===== src/rtl/shift_sched_pkg.sv =====
// Shared FSM state type and rotate-direction encodings for the shift scheduler.
package shift_sched_pkg;

  typedef enum logic [1:0] {
    IDLE = 2'd0,
    RUN  = 2'd1,
    DONE = 2'd2
  } state_e;

  localparam logic DIR_RIGHT = 1'b0;
  localparam logic DIR_LEFT  = 1'b1;

endpackage


===== src/rtl/shift_core.sv =====
// Combinational WIDTH-bit circular rotate by a variable amount in either direction.
module shift_core
  import shift_sched_pkg::*;
#(
  parameter int WIDTH = 8,
  parameter int AMT_W = 3
) (
  input  logic [WIDTH-1:0] data_i,
  input  logic [AMT_W-1:0] amt_i,
  input  logic             dir_i,
  output logic [WIDTH-1:0] data_o
);

  logic [2*WIDTH-1:0] dbl;
  logic [2*WIDTH-1:0] shr;
  logic [2*WIDTH-1:0] shl;

  // Shifting a doubled copy makes the bits falling off one end reappear at the other.
  always_comb begin
    dbl = {data_i, data_i};
    shr = dbl >> amt_i;
    shl = dbl << amt_i;
    if (dir_i == DIR_LEFT) begin
      data_o = shl[2*WIDTH-1:WIDTH];
    end else begin
      data_o = shr[WIDTH-1:0];
    end
  end

endmodule


===== src/rtl/shift_sched.sv =====
// Two-requester round-robin scheduler running one-bit-per-cycle rotate jobs.
module shift_sched
  import shift_sched_pkg::*;
#(
  parameter int WIDTH = 8,
  parameter int AMT_W = 3
) (
  input  logic             clk,
  input  logic             reset,
  input  logic             req0,
  input  logic             req1,
  input  logic [WIDTH-1:0] a0,
  input  logic [WIDTH-1:0] a1,
  input  logic [AMT_W-1:0] amt0,
  input  logic [AMT_W-1:0] amt1,
  input  logic             dir0,
  input  logic             dir1,
  output logic             gnt0,
  output logic             gnt1,
  output logic             done0,
  output logic             done1,
  output logic [WIDTH-1:0] y,
  output logic             busy
);

  state_e             state_q, state_d;
  logic [WIDTH-1:0]   work_q, work_d;
  logic [AMT_W-1:0]   cnt_q, cnt_d;
  logic               dir_q, dir_d;
  logic               id_q, id_d;
  logic               prio_q, prio_d;
  logic [WIDTH-1:0]   y_q, y_d;
  logic [WIDTH-1:0]   step;

  shift_core #(
    .WIDTH (WIDTH),
    .AMT_W (AMT_W)
  ) u_core (
    .data_i (work_q),
    .amt_i  (AMT_W'(1)),
    .dir_i  (dir_q),
    .data_o (step)
  );

  always_ff @(posedge clk) begin
    if (reset) begin
      state_q <= IDLE;
      work_q  <= '0;
      cnt_q   <= '0;
      dir_q   <= DIR_RIGHT;
      id_q    <= 1'b0;
      prio_q  <= 1'b0;
      y_q     <= '0;
    end else begin
      state_q <= state_d;
      work_q  <= work_d;
      cnt_q   <= cnt_d;
      dir_q   <= dir_d;
      id_q    <= id_d;
      prio_q  <= prio_d;
      y_q     <= y_d;
    end
  end

  always_comb begin
    state_d = state_q;
    work_d  = work_q;
    cnt_d   = cnt_q;
    dir_d   = dir_q;
    id_d    = id_q;
    prio_d  = prio_q;
    y_d     = y_q;
    case (state_q)
      IDLE: begin
        if (gnt0 || gnt1) begin
          work_d = gnt1 ? a1 : a0;
          cnt_d  = gnt1 ? amt1 : amt0;
          dir_d  = gnt1 ? dir1 : dir0;
          id_d   = gnt1;
          prio_d = gnt0;
          if (cnt_d == '0) begin
            state_d = DONE;
            y_d     = work_d;
          end else begin
            state_d = RUN;
          end
        end
      end
      RUN: begin
        work_d = step;
        cnt_d  = cnt_q - AMT_W'(1);
        if (cnt_q == AMT_W'(1)) begin
          state_d = DONE;
          y_d     = step;
        end
      end
      DONE:    state_d = IDLE;
      default: state_d = IDLE;
    endcase
  end

  // Grants and done pulses are masked by reset so an aborted cycle shows no handshake.
  always_comb begin
    gnt0  = (state_q == IDLE) && !reset && req0 && (!req1 || !prio_q);
    gnt1  = (state_q == IDLE) && !reset && req1 && (!req0 || prio_q);
    done0 = (state_q == DONE) && !reset && !id_q;
    done1 = (state_q == DONE) && !reset && id_q;
    busy  = (state_q != IDLE);
    y     = y_q;
  end

endmodule


===== config.mk =====
export PLATFORM = sky130hd
export DESIGN_NAME = shift_sched
export DESIGN_NICKNAME = d
export VERILOG_FILES = /design/src/rtl/shift_sched_pkg.sv /design/src/rtl/shift_core.sv /design/src/rtl/shift_sched.sv
export SDC_FILE = /design/constraint.sdc
export NUM_CORES = 1
export LEC_CHECK = 0
export ABC_AREA = 1
export ABC_CLOCK_PERIOD_IN_PS = 1600
export BUFFER_PORTS_ARGS = -buffer_cell sky130_fd_sc_hd__buf_4
export CAP_MARGIN = 10
export CORE_AREA = 4 4 55 107
export CTS_BUF_LIST = sky130_fd_sc_hd__clkbuf_4 sky130_fd_sc_hd__clkbuf_8 sky130_fd_sc_hd__clkbuf_16
export CTS_CLUSTER_DIAMETER = 200
export DETAILED_ROUTE_END_ITERATION = 7
export DIE_AREA = 0 0 59 111
export GPL_TIMING_DRIVEN = 0
export SYNTH_ARGS = -nofsm -noshare
export SYNTH_HDL_FRONTEND = slang
export SYNTH_HIERARCHICAL = 1
export SYNTH_SLANG_ARGS = --single-unit

===== constraint.sdc =====
create_clock -name clk -period 1.6 [get_ports clk]
set_clock_uncertainty 0.05 [all_clocks]
set_input_delay 0.24 -clock clk [delete_from_list [all_inputs] [get_ports clk]]
set_output_delay 0.24 -clock clk [all_outputs]
set_load 0.01 [all_outputs]

==> results.md <==
- In this run the power density over the cells is 1450 mW/mm2.
- The min-delay analysis places its worst path in the category input port to flop.
- The count of endpoints failing hold in the final timing report is 0.
- For this run, the leading register cell type out of synthesis is dfxtp_1.
- The post-route clock period utilization is 103%.
- The floorplan has 37 rows.
- The count of input and output buffers is 39.
- The total of flip-flops plus latches after synthesis is 24.
- The reg-to-reg endpoint is y[5].
- The critical path required time is 1.31 ns.
- The worst register-to-register path has a depth of 10.
- Dividing the detail-routed wire length by the instance count gives 14.5 um.
- The congestion estimate from routability-driven global placement came to 0.954.
- The area used by multi-input combinational logic is 0.00145 mm2.
- The switching power is 1880 uW.
- The height of the chip is 111 um.
- The final reports fail on setup timing.
- Buffers inserted to repair hold after CTS numbered 0.
- The maximum fanout along the worst path is 7.
- The tool flagged a number of max-cap violations equal to 0.
- For this block, the via count after detailed routing is 2404.
- The via count of the first global-routing pass came to 2302.
- The global-route wire length before repair is 10500 um.
- The flow ran to the end, but the final reports show violations.
- Setup slack on the worst reg-to-reg path comes out at -0.04 ns.
- The total overflow reported by the global router is 0.
- The total negative slack is -0.271 ns.
- The kind of critical path is flop to primary output.
- Entering global routing, the biggest net connects 15 pins.
- Yosys mapped the design onto 33 distinct sky130hd cell types.
- The total iterations of the first detailed-routing run is 5.
- CTS placed an instance of clkbuf_8 at the clock tree root.
- The peak supply drop is 1160 uV.
- The kind of start point of the critical path is a flop.
- TritonCTS built the clock tree.
- The sink of the worst hold path is dir_q.
- The register clock-pin slew on the reported worst setup and hold paths is 0.09 ns.
- In the synthesized netlist, the number of instances is 340.
- The maximum clock frequency is 607 MHz.
- The total die area is 0.00655 mm2.
- The final HPWL from detailed placement is 5080 um.
- From left edge to right edge, the die measures 59 um.
- The count of nets left with antenna violations once routing finished came out at 0.
- The commonest non-fill, non-tap cell in the layout is nand2_1.
- Wires add up to 6670 um.
- Setup repair after global routing could not meet its margin everywhere.
- The post-route netlist has 35.9% of its cells at a drive strength greater than 1.
- The starting density of the core is 40.9%.
- The power share of the sequential group is 23.7%.
- The post-layout worst setup margin is -0.0475 ns.
- Subtracting the final worst setup slack from the clock period gives 1.65 ns.
- The area growth from synthesis to layout is 36.6%.
- The combinational share of power is 63.2%.
- The number of warning messages in the yosys log is 6.
- In this run the static leakage power is 0.00151 uW.
- The initial antenna violation count is 0.
- The worst hold path was traced through 3 stages.
- After detailed routing, the number of remaining DRC violations is 0.
- The number of standard cells in the final layout excluding fillers is 459.
- The number of sinks driven by the clock tree is 24.
- The number of diodes added for antenna fixing is 0.
- Setup violations remaining at the end of the flow were counted as 10.
- In this run the most critical hold path is launched from dir1.
- In this run, synthesis inferred 0 flip-flops with an integrated enable.
- Registers take 487 um2.
- The power after layout is 4110 uW.
- The H-tree depth is 1.
- Dividing the synthesized area by the synthesized cell count gives 6.12 um2.
- The share of total power dissipated in the clock network is 13.2%.
- The internal portion of the total power is 2240 uW.
- The count of fill cells added during filler insertion is 541.
- The violation count after the first detailed-route iteration is 134.
- Pin placement for this block handled 41 I/O pins.
- The via density per instance is 5.24.
- For the worst-skew pair, the clock arrives at the later sink with an insertion delay of 0.27 ns.
- The library cells used most frequently in the layout, excluding fill and tap cells, are nand2_1 (78), nand3_1 (52), buf_4 (52), inv_1 (38), nor2_1 (25).
- The start of the worst register-to-register path is state_q[1].
- The longest clock path from root to sink contains 2 buffers.
- The proportion of synthesized chip area in sequential cells is 23.1%.
- The number of buffers inserted during clock tree synthesis is 3.
- After synthesis the cells add up to 0.00208 mm2.
- The core region is 0.00509 mm2.
- The number of pins with negative max-slew slack in the final report is 0.
- The critical path arrival is 1.36 ns.
- Counting tap cells, the placed design contains a total of 438 instances.
- After synthesis, the share of flip-flops with an asynchronous set or reset is 0%.
- In the final design database the tool counted 432 nets.
- The overall global routing resource usage is 20.6%.
- The switching share of power is 45.6%.
- The worst setup path is captured at a primary output.
[power by group through the flow]
stage,sequential [uW],clock (uW),combinational [uW]
after floorplan,977,0,1430
after detailed placement,978,0,1990
after global routing,998,574,2850
after CTS,966,546,2310
after global placement,971,0,1970
final,974,541,2600
[final cells by class]
type                       instances  share of cell area, %
clock buffer                       3                   1.45
tap                               58                   2.55
timing repair buffer              56                   15.4
inverter                          46                   6.82
clock inverter                     1                   1.06
multi-input combinational        255                   50.8
buffer                            16                   4.75
sequential                        24                   17.1
[repair_timing]
item	CTS	global route
gates cloned	2	0
gates resized for setup	21	36
buffers inserted	12	3
setup endpoints to repair	20	24
pin swaps	8	15
[logic make-up (layout without fill, tap and decap cells)]
kind of cell    count (synthesis)  in the layout  synth area share [%]
other cells                     2              3                 0.361
simple gates                  207            207                  49.2
fa+ha+maj                       2              2                  1.20
buf+inv                        62            122                  15.0
flops                          24             24                  23.1
xor+xnor                        1              1                 0.421
compound gates                 42             42                  10.7
[per-stage QoR]
step / utilization, % / setup slack (ns) / hold WS, ns / instance area (um2)
floorplan: - / 0.114 / 0.349 / 2090
global placement: 48.1 / -0.197 / 0.401 / 2450
detailed placement: 48.1 / -0.208 / 0.402 / 2450
CTS: 52.8 / -0.0632 / 0.225 / 2690
global route: 55.8 / -0.123 / 0.254 / 2840
finish: 55.8 / -0.0475 / 0.223 / 2840
[cell usage after synthesis, drive strengths merged (2+ instances only)]
| cell | number | area, um2 |
|---|---|---|
| o21ai | 12 | 60.1 |
| nor2 | 33 | 145 |
| clkbuf | 2 | 12.5 |
| inv | 45 | 181 |
| nand3 | 68 | 423 |
| a21oi | 27 | 139 |
| nand3b | 3 | 26.3 |
| buf | 14 | 115 |
| nand2 | 101 | 419 |
| ha | 2 | 25.0 |
| dfxtp | 24 | 480 |
| conb | 2 | 7.51 |
[critical path, stage by stage, from the launching register on]
cell	delay [ns]
dfxtp_4	0.38
inv_4	0.07
nand2_4	0.06
nor2_8	0.17
nand2_8	0.11
inv_6	0.07
buf_6	0.11
buf_6	0.10
[sequential cells by signal, summed over array words and instances (netlist names)]
signal   cells
prio_q       1
cnt_q        3
id_q         1
dir_q        1
work_q       8
state_q      2
y            8
[layer usage]
layer	vias to the layer above	share of wire (%)	track usage [%]
met4	0	6.3	14.5
met5	-	0	0
met3	26	3.2	1.40
met1	1089	34	20.4
met2	81	56	37.7
li1	1208	-	-
[worst max-delay path by stage]
stage | start | to | slack [ns] | depth (start not counted)
2_1_floorplan | state_q[1] | work_q[4] | 0.11 | 10
3_3_place_gp | state_q[0] | y[3] | -0.20 | 10
3_5_place_dp | state_q[0] | y[3] | -0.21 | 10
4_1_cts | state_q[1] | gnt1 | -0.06 | 7
5_1_grt | state_q[1] | y[7] | -0.12 | 13
6_report | state_q[1] | gnt1 | -0.05 | 7
Power figures use the tool's default switching activity.
